$ cat config.mk
export PLATFORM = sky130hd
export DESIGN_NAME = adder_share_arb
export DESIGN_NICKNAME = d
export VERILOG_FILES = /design/src/rtl/add_arb_pkg.sv /design/src/rtl/adder_share_arb_rr_pick2.sv /design/src/rtl/adder_share_arb.sv
export SDC_FILE = /design/constraint.sdc
export NUM_CORES = 1
export LEC_CHECK = 0
export BUFFER_PORTS_ARGS = -buffer_cell sky130_fd_sc_hd__clkbuf_2
export CORE_UTILIZATION = 47
export CTS_CLUSTER_DIAMETER = 150
export DETAILED_ROUTE_END_ITERATION = 12
export GPL_ROUTABILITY_DRIVEN = 0
export MAX_ROUTING_LAYER = met4
export PLACE_DENSITY = 0.77
export SLEW_MARGIN = 20
export SYNTH_ARGS = -nofsm -noshare
export SYNTH_HDL_FRONTEND = slang
export SYNTH_HIERARCHICAL = 1
export SYNTH_SLANG_ARGS = --single-unit
export TNS_END_PERCENT = 50
$ cat constraint.sdc
create_clock -name clk -period 2.05 [get_ports clk]
set_input_delay 0.1025 -clock clk [delete_from_list [all_inputs] [get_ports clk]]
set_output_delay 0.1025 -clock clk [all_outputs]
set_load 0.01 [all_outputs]
$ cat src/rtl/add_arb_pkg.sv
// Shared types for the two-requester adder arbiter: FSM states and requester ids.
package add_arb_pkg;
    typedef enum logic [1:0] {
        IDLE = 2'd0,
        CALC = 2'd1,
        RESP = 2'd2
    } state_t;

    localparam logic REQ0 = 1'b0;
    localparam logic REQ1 = 1'b1;
endpackage

$ cat src/rtl/adder_share_arb_rr_pick2.sv
// Two-way round-robin picker: purely combinational, zero latency.
// No backpressure; a lone requester always wins and prio breaks ties.
module rr_pick2
    import add_arb_pkg::*;
(
    input  logic [1:0] req_valid,
    input  logic       prio,
    output logic [1:0] grant,
    output logic       id
);
    always_comb begin
        grant = 2'b00;
        id    = REQ0;
        case (req_valid)
            2'b01: begin
                grant = 2'b01;
                id    = REQ0;
            end
            2'b10: begin
                grant = 2'b10;
                id    = REQ1;
            end
            2'b11: begin
                grant = prio ? 2'b10 : 2'b01;
                id    = prio;
            end
            default: begin
                grant = 2'b00;
                id    = REQ0;
            end
        endcase
    end
endmodule

$ cat src/rtl/adder_share_arb.sv
// Shares one WIDTH-bit adder between two requesters; optional overflow counter via ADD_ARB_OVF_CNT_EN.
// Latency: accept in cycle N, rsp_valid in cycle N+2; one op in flight, max one op per 3 cycles.
// Backpressure: rsp_ready low holds the result stable and keeps both req_ready low.
module adder_share_arb
    import add_arb_pkg::*;
#(
    parameter int WIDTH  = 2,
    parameter int STAT_W = 8
) (
    input  logic              clk,
    input  logic              rst_n,
    input  logic [1:0]        req_valid,
    output logic [1:0]        req_ready,
    input  logic [WIDTH-1:0]  req0_a,
    input  logic [WIDTH-1:0]  req0_b,
    input  logic [WIDTH-1:0]  req1_a,
    input  logic [WIDTH-1:0]  req1_b,
    output logic              rsp_valid,
    input  logic              rsp_ready,
    output logic              rsp_id,
    output logic [WIDTH-1:0]  rsp_sum,
    output logic              rsp_stat,
    output logic              busy
`ifdef ADD_ARB_OVF_CNT_EN
    ,
    output logic [STAT_W-1:0] ovf_cnt
`endif
);
    state_t           state;
    logic             prio;
    logic [WIDTH-1:0] a_q;
    logic [WIDTH-1:0] b_q;
    logic             id_q;
    logic [1:0]       grant;
    logic             win_id;

    rr_pick2 u_pick (
        .req_valid (req_valid),
        .prio      (prio),
        .grant     (grant),
        .id        (win_id)
    );

    // Grant is only offered while idle and out of reset, so it is zero during reset too.
    assign req_ready = (state == IDLE && rst_n) ? grant : 2'b00;
    assign busy      = (state != IDLE);

    always_ff @(posedge clk or negedge rst_n) begin
        if (!rst_n) begin
            state     <= IDLE;
            prio      <= REQ0;
            a_q       <= '0;
            b_q       <= '0;
            id_q      <= REQ0;
            rsp_valid <= 1'b0;
            rsp_id    <= REQ0;
            rsp_sum   <= '0;
            rsp_stat  <= 1'b0;
        end else begin
            case (state)
                IDLE: begin
                    if (|req_valid) begin
                        a_q   <= (win_id == REQ1) ? req1_a : req0_a;
                        b_q   <= (win_id == REQ1) ? req1_b : req0_b;
                        id_q  <= win_id;
                        state <= CALC;
                    end
                end
                CALC: begin
                    {rsp_stat, rsp_sum} <= {1'b0, a_q} + {1'b0, b_q};
                    rsp_id    <= id_q;
                    rsp_valid <= 1'b1;
                    state     <= RESP;
                end
                RESP: begin
                    if (rsp_ready) begin
                        rsp_valid <= 1'b0;
                        prio      <= ~rsp_id;
                        state     <= IDLE;
                    end
                end
                default: state <= IDLE;
            endcase
        end
    end

`ifdef ADD_ARB_OVF_CNT_EN
    always_ff @(posedge clk or negedge rst_n) begin
        if (!rst_n) begin
            ovf_cnt <= '0;
        end else if (state == RESP && rsp_valid && rsp_ready && rsp_stat && ovf_cnt != '1) begin
            ovf_cnt <= ovf_cnt + {{(STAT_W-1){1'b0}}, 1'b1};
        end
    end
`else
    // STAT_W only sizes the overflow counter, which is absent in this build.
    if (STAT_W > 0) begin : g_stat_w_unused
    end
`endif
endmodule

==> impl_metrics.xml <==
<?xml version="1.0" encoding="UTF-8"?>
<metrics>
  <group name="outcome">
    <metric name="run_status" unit="">finished clean</metric>
  </group>
  <group name="timing">
    <metric name="layout_worst_path_cycle_share" unit="">0.764</metric>
    <metric name="hold_violations" unit="">0</metric>
    <metric name="max_slew.worst_pin.slew" unit="ns">0.454</metric>
    <metric name="slew_violations" unit="">0</metric>
    <metric name="timing.setup.tns" unit="ns">0</metric>
    <metric name="final.hold.worst_slack" unit="ns">0.161</metric>
    <metric name="grt_setup_unrepaired" unit="">no</metric>
    <metric name="setup_violations" unit="">0</metric>
    <metric name="fin_worst_skew" unit="ns">0.00172</metric>
    <metric name="max_slew_margin" unit="">0.696</metric>
    <metric name="finalCriticalPeriod" unit="ns">1.57</metric>
    <metric name="fmaxAchievable" unit="MHz">639</metric>
  </group>
  <group name="worst_setup_path">
    <metric name="cp_data_arrival_time" unit="ns">1.73</metric>
    <metric name="reg2reg_depth" unit="">4</metric>
    <metric name="startpoint_type" unit="">flop</metric>
    <metric name="r2r_slack" unit="ns">0.48</metric>
    <metric name="critPathMaxFanout" unit="">5</metric>
    <metric name="cp.required" unit="ns">2.21</metric>
    <metric name="critical_path_class" unit="">reg2reg</metric>
    <metric name="worstSetupEndpoint" unit="">b_q[1]</metric>
    <metric name="worstReg2RegEnd" unit="">b_q[1]</metric>
    <metric name="critPathLaunch" unit="">prio</metric>
    <metric name="critPathCaptureType" unit="">flop</metric>
    <metric name="r2r-start" unit="">prio</metric>
  </group>
  <group name="cts">
    <metric name="clock_tree_from_tritoncts" unit="">yes</metric>
    <metric name="post-cts-setup-buffers" unit="">0</metric>
    <metric name="h_tree_level_count" unit="">1</metric>
    <metric name="numClockSinks" unit="">13</metric>
    <metric name="library_cell_used_as_clock_root_buffer" unit="">clkbuf_4</metric>
    <metric name="clkSlewWorstSetupHoldPaths" unit="ns">0.08</metric>
    <metric name="insertion_delay" unit="ns">0.27</metric>
    <metric name="cts-root-to-sink-buffers" unit="">2</metric>
    <metric name="cts_made_buffers" unit="">3</metric>
  </group>
  <group name="yosys">
    <metric name="syn-num-nets" unit="">63</metric>
    <metric name="synth-seq-area-share" unit="">0.505</metric>
    <metric name="synth-seq-cells" unit="">13</metric>
    <metric name="synth_flop_cell" unit="">dfrtp_1</metric>
    <metric name="postSynth.asyncResetShare" unit="">1.00</metric>
    <metric name="avgSynthCellArea" unit="um^2">13.4</metric>
    <metric name="synth_cell_types" unit="">19</metric>
    <metric name="synth_enable_flop_cells" unit="">0</metric>
    <metric name="synth_top_area_share" unit="">0.505</metric>
    <metric name="syn_inst" unit="">48</metric>
    <metric name="synth_largest_area_cell" unit="">dfrtp_1</metric>
    <metric name="synth_area_leaders" unit="">dfrtp_1, mux2_2, mux2_4</metric>
    <metric name="library_cell_with_the_highest_instance_count_after_synthesis" unit="">dfrtp_1</metric>
    <metric name="ys_warn_count" unit="">6</metric>
    <metric name="synth_common_cells" unit="">dfrtp_1, mux2_2, mux2_4</metric>
    <metric name="mappedNetlistArea" unit="um^2">644</metric>
  </group>
  <group name="route">
    <metric name="firstDrtPassIters" unit="">3</metric>
    <metric name="vias" unit="">432</metric>
    <metric name="route.detailed.wl_per_inst" unit="um">12.4</metric>
    <metric name="drt-met1-wl" unit="um">511</metric>
    <metric name="detailedRoute.firstIterationViolations" unit="">3</metric>
    <metric name="drt-total-wl" unit="mm">1.06</metric>
    <metric name="total_drc_errors_in_the_routed_layout" unit="">0</metric>
    <metric name="wl_met2" unit="um">472</metric>
    <metric name="avgViaCountPerCell" unit="">5.02</metric>
    <metric name="topRoutingLayerUsed" unit="">met4</metric>
    <metric name="wl_met3" unit="um">62</metric>
    <metric name="antenna_violating_nets_post_route" unit="">0</metric>
  </group>
  <group name="power_and_ir_drop">
    <metric name="power_density" unit="mW/mm^2">1460</metric>
    <metric name="leakage" unit="uW">0.000403</metric>
    <metric name="irDropWorstVdd" unit="mV">0.600</metric>
  </group>
  <group name="placed_design">
    <metric name="placedCellCount" unit="">81</metric>
    <metric name="dp_hpwl" unit="um">818</metric>
    <metric name="port_buffers" unit="">20</metric>
  </group>
  <group name="cells_and_area">
    <metric name="nFillCells" unit="">90</metric>
    <metric name="synthToLayoutAreaGrowth" unit="%">22.1</metric>
    <metric name="layout.core_utilization" unit="">0.664</metric>
    <metric name="design.final.nets" unit="">88</metric>
    <metric name="diodes" unit="">0</metric>
    <metric name="final_layout_size_suffix_gt1_frac" unit="">0.528</metric>
    <metric name="fin_cells" unit="">86</metric>
  </group>
  <group name="floorplan">
    <metric name="initial_core_util" unit="">0.543</metric>
    <metric name="fp.dieArea" unit="mm^2">0.00152</metric>
    <metric name="core_area" unit="mm^2">0.00119</metric>
    <metric name="floorplan.die.width" unit="um">39.0</metric>
    <metric name="floorplan.die.height" unit="um">39.0</metric>
    <metric name="floorplan.io_pins" unit="">21</metric>
    <metric name="rows" unit="">12</metric>
  </group>
  <group name="global_route">
    <metric name="gr-usage-all-layers" unit="">0.188</metric>
    <metric name="grt_pass1_wl" unit="mm">1.68</metric>
    <metric name="antenna_violations_before_repair" unit="">0</metric>
    <metric name="number_of_global_route_vias_before_repair" unit="">376</metric>
    <metric name="grt_start_max_net_pins" unit="">16</metric>
    <metric name="globalRoute.totalOverflow" unit="">0</metric>
  </group>
  <group name="job">
    <metric name="drv.max_cap_violation_count" unit="">0</metric>
  </group>
  <group name="hold_path">
    <metric name="hold_path.class" unit="">in2reg</metric>
  </group>
</metrics>
## power by group
group	internal [uW]	total, uW	switching (uW)	leakage, uW
Clock	75.4	157	81.7	0.0000150
Combinational	294	505	210	0.000232
Sequential	388	488	99.3	0.000156
## state kept, by name (all words and copies together) (netlist names)
name and count:
rsp_valid 1, state 2, prio 1, id_q 1, rsp_stat 1, a_q 2
rsp_sum 2, b_q 2, rsp_id 1
## placed cells by master (no fill, tap or decap)
cell type	count
a21boi_0	1
a21boi_1	2
a21oi_1	2
and3_1	2
clkbuf_1	1
clkbuf_2	20
clkbuf_4	3
dfrtp_1	13
dlygate4sd3_1	1
fa_1	1
ha_1	1
inv_1	3
mux2_2	8
mux2_4	5
nand2_1	2
nand3b_1	1
nor2_2	1
nor2b_1	1
nor3b_1	1
o21a_1	1
o21ai_0	1
or2_2	1
## kinds of logic after synthesis
group | after synthesis | synth area share
muxes | 13 | 0.256
adders and majority gates | 2 | 0.0505
buffers and inverters | 4 | 0.0349
DFF | 13 | 0.505
and+or+nand+nor | 9 | 0.0835
AOI/OAI and AO/OA | 7 | 0.0699
## repair_timing
item	CTS	global route
hold endpoints to repair	13	0
hold buffers	1	0
resized for setup	0	0
## cell type report
class,count,area (um^2),share of cell area
inverter,3,11.3,0.0143
sequential,13,325,0.413
clock buffer,4,26.3,0.0334
tap,14,17.5,0.0223
timing repair buffer,21,110,0.140
multi-input combinational,31,297,0.377
## worst max-delay path, stage by stage, from the launching register on
cell	delay [ns]
dfrtp_1	0.36
inv_1	0.06
a21boi_1	0.39
mux2_2	0.39
mux2_4	0.25
## stage by stage
step	power, uW	setup WS [ns]	cell area (um^2)
3_3_place_gp	986	0.521	751
5_1_grt	1250	0.351	787
6_report	1150	0.485	787
3_5_place_dp	1010	0.486	751
4_1_cts	1170	0.471	787
2_1_floorplan	864	0.621	644
## how the worst min path moves through the flow
stage               depth (start not counted)        to  slack, ns       from
finish                                      3      prio       0.16  rsp_ready
floorplan                                   0    a_q[0]      -0.19      rst_n
CTS                                         3      prio       0.16  rsp_ready
global route                                3    a_q[1]       0.18  req0_a[1]
detailed placement                          1  state[1]       0.02      rst_n
global placement                            1    rsp_id       0.02      rst_n
## metal layers
| layer | vias to the layer above | global-route usage |
|---|---|---|
| met5 | - | - |
| met4 | 0 | 0.155 |
| met3 | 4 | 0.0520 |
| met2 | 19 | 0.246 |
| met1 | 193 | 0.240 |
| li1 | 216 | - |
(Power assumes the default switching activity.)
